==> config.mk <==
export PLATFORM = sky130hd
export DESIGN_NAME = vme_cmd_ctrl
export DESIGN_NICKNAME = d
export VERILOG_FILES = /design/src/rtl/vme_cmd_ctrl.sv
export SDC_FILE = /design/constraint.sdc
export NUM_CORES = 1
export LEC_CHECK = 0
export CAP_MARGIN = 5
export CORE_ASPECT_RATIO = 1.25
export CORE_MARGIN = 2
export CORE_UTILIZATION = 35
export CTS_CLUSTER_SIZE = 8
export DETAILED_ROUTE_END_ITERATION = 7
export PLACE_DENSITY_LB_ADDON = 0.15
export REMOVE_ABC_BUFFERS = 1
export SLEW_MARGIN = 20
export SYNTH_ARGS = -nofsm -noshare
export SYNTH_HDL_FRONTEND = slang
export SYNTH_SLANG_ARGS = --single-unit
==> constraint.sdc <==
create_clock -name FASTCLK -period 1.71 [get_ports FASTCLK]
set_input_delay 0.2565 -clock FASTCLK [delete_from_list [all_inputs] [get_ports FASTCLK]]
set_output_delay 0.2565 -clock FASTCLK [all_outputs]
set_load 0.01 [all_outputs]
==> src/rtl/vme_cmd_ctrl.sv <==
// VME slave command controller: strobe synchronisation, board/device decode and DTACK handshake.
// Define VME_CMD_TIMEOUT_EN to add the acknowledge-timeout counter and sticky TIMEOUT flag.
module vme_cmd_ctrl #(
  parameter int NDEV        = 10,
  parameter int SYNC_STAGES = 2,
  parameter int TO_CYCLES   = 255
) (
  input  logic            FASTCLK,
  input  logic            RST,
  input  logic [5:0]      GA_B,
  input  logic [5:0]      AM,
  input  logic [23:1]     ADR,
  input  logic            AS_B,
  input  logic            DS0_B,
  input  logic            DS1_B,
  input  logic            LWORD_B,
  input  logic            WRITE_B,
  input  logic            IACK_B,
  input  logic            SYSFAIL_B,
  input  logic [NDEV-1:0] DEV_ACK,
  output logic [NDEV-1:0] DEVICE,
  output logic [9:0]      COMMAND,
  output logic            STROBE,
  output logic            STRBCE,
  output logic            DTACK_B,
  output logic            TOVME_B,
  output logic            BUSY,
  output logic            TIMEOUT
);

  localparam logic [2:0] S_IDLE  = 3'd0;
  localparam logic [2:0] S_ADDR  = 3'd1;
  localparam logic [2:0] S_STRB  = 3'd2;
  localparam logic [2:0] S_WACK  = 3'd3;
  localparam logic [2:0] S_DTACK = 3'd4;
  localparam logic [2:0] S_REL   = 3'd5;

  logic [2:0]             r_state;
  logic [2:0]             w_state_next;
  logic [SYNC_STAGES-1:0] r_as_sync;
  logic [SYNC_STAGES-1:0] r_ds0_sync;
  logic [SYNC_STAGES-1:0] r_ds1_sync;
  logic [23:1]            r_adr;
  logic [5:0]             r_am;
  logic [5:0]             r_ga_b;
  logic                   r_write_b;
  logic                   r_lword_b;
  logic                   w_as;
  logic                   w_ds0;
  logic                   w_ds1;
  logic [4:0]             w_slot;
  logic                   w_ga_par_ok;
  logic                   w_board_sel;
  logic                   w_valid;
  logic                   w_ack;
  logic                   w_to_hit;
  logic [NDEV-1:0]        w_device;

  assign w_as  = ~r_as_sync[SYNC_STAGES-1];
  assign w_ds0 = ~r_ds0_sync[SYNC_STAGES-1];
  assign w_ds1 = ~r_ds1_sync[SYNC_STAGES-1];

  // GAP makes the six active-high GA bits even (slot 5 -> GA_B=111010 is a good address)
  assign w_slot      = ~r_ga_b[4:0];
  assign w_ga_par_ok = ~^(~r_ga_b);
  assign w_board_sel = (&r_ga_b)
                     | (w_ga_par_ok & (r_adr[23:19] == w_slot))
                     | (r_adr[23:19] == 5'd25) | (r_adr[23:19] == 5'd27);
  assign w_valid     = w_board_sel & r_lword_b & (&r_am[5:3]) & (r_am[1] ^ r_am[0])
                     & IACK_B & SYSFAIL_B;

  genvar gi;
  generate
    for (gi = 0; gi < NDEV; gi++) begin : g_dev
      assign w_device[gi] = (r_adr[18:12] == 7'(gi));
    end
  endgenerate

  // Unmapped codes have no device to answer, so they acknowledge immediately
  assign w_ack = (|(DEV_ACK & w_device)) | ~(|w_device);

  always_comb begin
    w_state_next = r_state;
    case (r_state)
      S_IDLE:  if (w_as) w_state_next = S_ADDR;
      S_ADDR: begin
        if (!w_as)                         w_state_next = S_IDLE;
        else if (w_ds0 && w_ds1 && w_valid) w_state_next = S_STRB;
      end
      S_STRB:  w_state_next = w_as ? S_WACK : S_IDLE;
      S_WACK: begin
        if (!w_as)         w_state_next = S_IDLE;
        else if (w_ack)    w_state_next = S_DTACK;
        else if (w_to_hit) w_state_next = S_REL;
      end
      S_DTACK: begin
        if (!w_as)               w_state_next = S_IDLE;
        else if (!w_ds0 || !w_ds1) w_state_next = S_REL;
      end
      S_REL:   if (!w_as) w_state_next = S_IDLE;
      default: w_state_next = S_IDLE;
    endcase
  end

  always_ff @(posedge FASTCLK) begin
    if (RST) begin
      r_state    <= S_IDLE;
      r_as_sync  <= '1;
      r_ds0_sync <= '1;
      r_ds1_sync <= '1;
      r_adr      <= '0;
      r_am       <= '0;
      r_ga_b     <= '0;
      r_write_b  <= 1'b0;
      r_lword_b  <= 1'b0;
    end else begin
      r_state    <= w_state_next;
      r_as_sync  <= {r_as_sync[SYNC_STAGES-2:0], AS_B};
      r_ds0_sync <= {r_ds0_sync[SYNC_STAGES-2:0], DS0_B};
      r_ds1_sync <= {r_ds1_sync[SYNC_STAGES-2:0], DS1_B};
      if (r_state == S_IDLE && w_as) begin
        r_adr     <= ADR;
        r_am      <= AM;
        r_ga_b    <= GA_B;
        r_write_b <= WRITE_B;
        r_lword_b <= LWORD_B;
      end
    end
  end

`ifdef VME_CMD_TIMEOUT_EN
  localparam int TO_W = $clog2(TO_CYCLES + 1);

  logic [TO_W-1:0] r_to_cnt;
  logic            r_timeout;

  assign w_to_hit = (r_to_cnt + TO_W'(1)) == TO_W'(TO_CYCLES);
  assign TIMEOUT  = r_timeout;

  always_ff @(posedge FASTCLK) begin
    if (RST) begin
      r_to_cnt  <= '0;
      r_timeout <= 1'b0;
    end else begin
      if (r_state == S_STRB)      r_to_cnt <= '0;
      else if (r_state == S_WACK) r_to_cnt <= r_to_cnt + TO_W'(1);
      if (r_state == S_ADDR && w_state_next == S_STRB)     r_timeout <= 1'b0;
      else if (r_state == S_WACK && w_state_next == S_REL) r_timeout <= 1'b1;
    end
  end
`else
  assign w_to_hit = 1'b0;
  assign TIMEOUT  = 1'b0;
`endif

  assign DEVICE  = (r_state == S_IDLE) ? '0 : w_device;
  assign COMMAND = r_adr[11:2];
  assign STROBE  = (r_state == S_STRB) | (r_state == S_WACK);
  assign STRBCE  = (r_state == S_STRB);
  assign DTACK_B = ~(r_state == S_DTACK);
  assign TOVME_B = ~(((r_state == S_STRB) | (r_state == S_WACK) | (r_state == S_DTACK)) & r_write_b);
  assign BUSY    = (r_state != S_IDLE);

endmodule

=== After elaboration in Yosys (flattened, before gate mapping) ===
Cells that the tools add are included.

* Register bits: 46
* Bits of input ports: 54
* Output and inout port bits: 26
* Word-level logic and storage cells: 78

* Equal/unequal tests: 22
* Multiplexer cells: 11
* Bitwise gates (word level): 23
* Reduce and logical (&&, ||, !) cells: 13

{| class="wikitable"
|+ Operators by type and width
! kind !! number
|-
| equality test 7 x 3 -> 1 bit (second input constant) || 4
|-
| 2-to-1 mux 3 bit || 8
|-
| OR reduction 10 bit || 2
|-
| one-hot mux 3 bit (6 select lines) || 1
|-
| equality test 7 x 2 -> 1 bit (second input constant) || 2
|-
| equality test 7 x 4 -> 1 bit (second input constant) || 2
|-
| AND 10 bit || 1
|-
| equality test 5 bit (second input constant) || 2
|-
| 2-to-1 mux 10 bit || 1
|-
| != test 3 bit (second input constant) || 3
|-
| AND 1 bit || 7
|-
| equality test 7 x 1 -> 1 bit (second input constant) || 1
|-
| logical NOT 7 bit || 1
|-
| equality test 3 x 2 -> 1 bit (second input constant) || 2
|-
| equality test 3 bit (second input constant) || 2
|-
| inverter 1 bit || 6
|-
| inverter 6 bit || 1
|-
| OR 1 bit || 6
|-
| AND reduction 6 bit || 1
|-
| XNOR reduction 6 bit || 1
|-
| equality test 5 bit || 1
|-
| inverter 5 bit || 1
|-
| AND reduction 5 bit || 1
|-
| != test 2 bit (second input constant) || 2
|-
| 8 further kinds || 10
|}

=== Longest topological paths before layout ===
* Depth in word-level cells: 15
* Gate-level depth with buffers: 7
* Gate-level depth less buffers: 6

=== Least setup slack after synthesis ===
No wires, ideal clock.

* Path type: register -> register
* Start point: reg r_am[0]
* End point: reg r_state[0]
* Library setup time: 0.121 ns
* Arrival time: 1.682 ns
* Required time: 1.589 ns
* Path slack: -0.093 ns
* Stages on the path, launching flop included: 6
* Path buffers: 0
* Period minus slack after synthesis: 1.803 ns
* Cells stage by stage: dfxtp_1 > xnor2_1 > or4b_4 > nor4_4 > o211ai_2 > mux2_4

* Cells in the longest elaborated chain, start to end: 7

{| class="wikitable"
|+ RTL lines
! element !! RTL line !! source
|-
| from (decl) || 44 || <nowiki>logic [5:0] r_am;</nowiki>
|-
| from (signal assigned) || 112 || <nowiki>r_am <= '0;</nowiki>
|-
| from (signal assigned) || 123 || <nowiki>r_am <= AM;</nowiki>
|-
| XOR 1 bit || 69 || <nowiki>assign w_valid = w_board_sel & r_lword_b & (&r_am[5:3]) & (r_am[1] ^ r_am[0])</nowiki>
|-
| AND 1 bit || 69 ||
|-
| AND 1 bit (2 in series) || 70 || <nowiki>& IACK_B & SYSFAIL_B;</nowiki>
|-
| logical AND 1 bit || 88 || <nowiki>else if (w_ds0 && w_ds1 && w_valid) w_state_next = S_STRB;</nowiki>
|-
| != test 3 bit (no source line) || n/a ||
|-
| AND reduction 5 bit (no source line) || n/a ||
|-
| to (signal assigned) || 117 || <nowiki>r_state <= w_state_next;</nowiki>
|-
| to (decl) || 38 || <nowiki>logic [2:0] r_state;</nowiki>
|}

No other way between the ends.
A chain may end at the register's enable or synchronous reset.

=== Worst setup path in the final report ===
* Start point: reg r_adr[18] in the netlist's numbering
* End point: out DEVICE[0]

* Cells in the longest elaborated chain, start to end: 2

{| class="wikitable"
|+ RTL lines
! element !! RTL line !! source
|-
| from (decl) || 43 || <nowiki>logic [23:1] r_adr;</nowiki>
|-
| from (signal assigned) || 111 || <nowiki>r_adr <= '0;</nowiki>
|-
| from (signal assigned) || 122 || <nowiki>r_adr <= ADR;</nowiki>
|-
| logical NOT 7 bit || 75 || <nowiki>assign w_device[gi] = (r_adr[18:12] == 7'(gi));</nowiki>
|-
| 2-to-1 mux 10 bit || 156 || <nowiki>assign DEVICE = (r_state == S_IDLE) ? '0 : w_device;</nowiki>
|-
| to (decl) || 21 || <nowiki>output logic [NDEV-1:0] DEVICE,</nowiki>
|}

No other way between the ends.

==> summary.md <==
| Metric | Value |
|---|---|
| Initial antenna violation count | `0` |
| Cts hold-fix bufs | `0` |
| Clock buffer depth | `2` |
| Root Driver | `clkbuf_8` |
| Setup Skew | `5.75 ps` |
| Dpl cell area | `2950 um^2` |
| Main flop type after synthesis | `dfxtp_1` |
| Core Area | `5740 um^2` |
| Clk slew on worst S/H paths | `80 ps` |
| Die height | `90.0 um` |
| Seq/Total Area, Yosys | `0.426` |
| Hold slack | `300 ps` |
| Fillers | `568` |
| Period minus WS final | `2000 ps` |
| Synth async-reset ratio | `0` |
| Peak VDD IR | `0.552 mV` |
| CTS buffer count | `5` |
| LEAKAGE | `1.19 nW` |
| Num rows | `31` |
| Detail Route Antenna Nets | `0` |
| Global-route wire length before repair | `8260 um` |
| Port Buf Inserts | `76` |
| Share of cells above drive strength 1 | `0.225` |
| Peak Freq | `499 MHz` |
| Die ar. | `6550 um^2` |
| Final setup fails | `12` |
| EDFF count, synth | `0` |
| DP Worst Slack | `-546 ps` |
| Inserted Diodes | `0` |
| Number of global-route vias before repair | `1,809` |
| Crit Path Max Fanout | `4` |
| Max H-tree Level | `2` |
| TritonCTS clock tree | `done` |
| Tightest Hold Check Type | `primary input to register` |
| FF/Latch Area | `890 um^2` |
| Hpwl dp | `3720 um` |
| Worst setup EP type | `primary output` |
| Die Width | `72.8 um` |
| Final core utilization | `0.537` |
| Post-synth cell types | `40` |
| Pwr per Cell Area | `724 nW/um^2` |
| GR Util All Layers | `0.159` |
| WP data required | `1450 ps` |
| GRT overflow | `0` |
| Post-Place Cells | `400` |
| Final Max Slew Viols | `0` |
| RePlAce Congestion | `0.806` |
| Crit path kind | `register to primary output` |
| Number of remaining DRC errors | `0` |
| Status | `finished with violations` |
| Fin cells | `408` |
| Max-cap viol count | `0` |
| Wire per inst | `12.1 um` |
| RSZ-0062 raised after global routing | `yes` |
| Initial Util | `0.361` |
| Via count | `1,966` |
| Io pins | `80` |
| Layout Nets | `399` |
| #FFs+latches synth | `44` |
| Post-route clock period utilization | `1.17` |
| Worst setup margin | `-294 ps` |
| Failing checks | `negative setup slack` |
| Area delta synth->final | `49.0%` |
| Final Cell Area | `3080 um^2` |
| Synth Instances | `262` |
| Largest net degree at the start of global routing | `31` |
| CP arrival | `1750 ps` |
| Starting DRT DRC Count | `43` |
| Clock Latency Late Sink | `290 ps` |
| Startpoint Class | `register` |
| Drt total wl | `4950 um` |
| Post-synthesis average cell area | `7.90 um^2` |
| Drt pass-1 iters | `4` |
| Multi-input logic area | `1140 um^2` |
| Final hold violation count | `0` |
| Netlist area before placement | `2070 um^2` |
| Count of clock tree sinks | `44` |
| Via density | `4.82` |
| Synth Warn # | `0` |
## worst max-delay path: stages, from the launching register on
cell      delay, ps
dfxtp_2         320
or3_4           370
nand2b_4        150
or3_4           360
nor3_2          100
buf_2           150
## cells by family after synthesis
logic type | Yosys count | synth area share
AND/OR/NAND/NOR | 126 | 0.286
AO/OA/AOI/OAI | 48 | 0.133
flip-flops | 44 | 0.426
buffers and inverters | 28 | 0.0732
XOR/XNOR | 8 | 0.0339
adder cells (fa/ha/maj) | 4 | 0.0230
multiplexers | 3 | 0.0236
other | 1 | 0.00181
## synth_stat cells, types with 2 or more instances
library cell / n / share of area
ha_1: 3 / 0.018
xnor2_1: 3 / 0.013
buf_4: 11 / 0.040
or3_1: 3 / 0.0091
or2_1: 4 / 0.012
nand2_1: 78 / 0.14
buf_2: 4 / 0.0097
nor2b_1: 5 / 0.015
xor2_1: 5 / 0.021
nor3_1: 4 / 0.0097
a31oi_1: 2 / 0.0060
a21oi_1: 35 / 0.085
dfxtp_1: 44 / 0.43
a211o_1: 2 / 0.0085
o21ai_0: 2 / 0.0048
or2_2: 3 / 0.0091
nand3b_1: 2 / 0.0073
nand2b_1: 5 / 0.015
clkbuf_1: 13 / 0.024
nor2_1: 14 / 0.025
## flip-flops by register name, summed over array words and instances, names as in the netlist
signal / cells
r_write_b: 1
r_ds0_sync: 2
r_as_sync: 2
r_state: 3
r_adr: 22
r_am: 5
r_ds1_sync: 2
r_lword_b: 1
r_ga_b: 6
## final cells by class
| class | instances | area share |
|---|---|---|
| clock buffers | 6 | 0.0235 |
| clock inverters | 1 | 0.00162 |
| multi-input cells | 190 | 0.368 |
| flip-flops and latches | 44 | 0.288 |
| well taps | 66 | 0.0268 |
| repair buffers | 101 | 0.291 |
## power breakdown
| part | switching (mW) | internal [mW] |
|---|---|---|
| clock network | 0.323 | 0.278 |
| registers | 0.0299 | 1.07 |
| logic | 0.219 | 0.308 |
## final timing paths
path / from / to / slack (ps) / cells past startpoint
max: r_adr[18] / DEVICE[0] / -290 / 5
min: RST / r_adr[18] / 300 / 2
max reg2reg: r_adr[14] / r_state[0] / -100 / 6
min reg2reg: r_ds1_sync[0] / r_ds1_sync[1] / 410 / 1
## layer usage
metal  up-vias  share of wire  GRT usage
met5         -              0          0
met4         0          0.013     0.0509
met3         6          0.061     0.0415
met2        55           0.52      0.282
met1       889           0.41      0.181
li1       1016              -          -
## cell usage in the layout, fill, tap and decap left out, types with 2 or more instances in the layout
master / n
a211o_1: 2
a21oi_1: 35
a31oi_1: 2
buf_2: 11
buf_4: 24
clkbuf_8: 5
clkdlybuf4s50_1: 58
dfxtp_1: 37
dfxtp_2: 7
dlygate4sd2_1: 4
ha_4: 2
nand2_1: 76
nand2_2: 2
nand2b_1: 4
nand3b_1: 2
nor2_1: 11
nor2_2: 2
nor2b_1: 3
nor2b_2: 2
nor3_1: 2
nor3_2: 2
or2_1: 4
or2_2: 3
or3_4: 3
xnor2_1: 2
xor2_1: 5
## what timing repair did
action                     CTS  global route
resized for setup           67            10
setup endpoints to repair   17            15
cloned                       0             0
pin swaps                    9             3
setup buffers                1             0
## stage by stage
step           power (mW)  setup TNS [ps]
6_report             2.23           -2090
5_1_grt              2.37           -3230
4_1_cts              2.26           -2290
3_5_place_dp         1.62           -4800
3_3_place_gp         1.61           -4480
2_1_floorplan        1.33          -18260
Power figures use the tool's default switching activity.
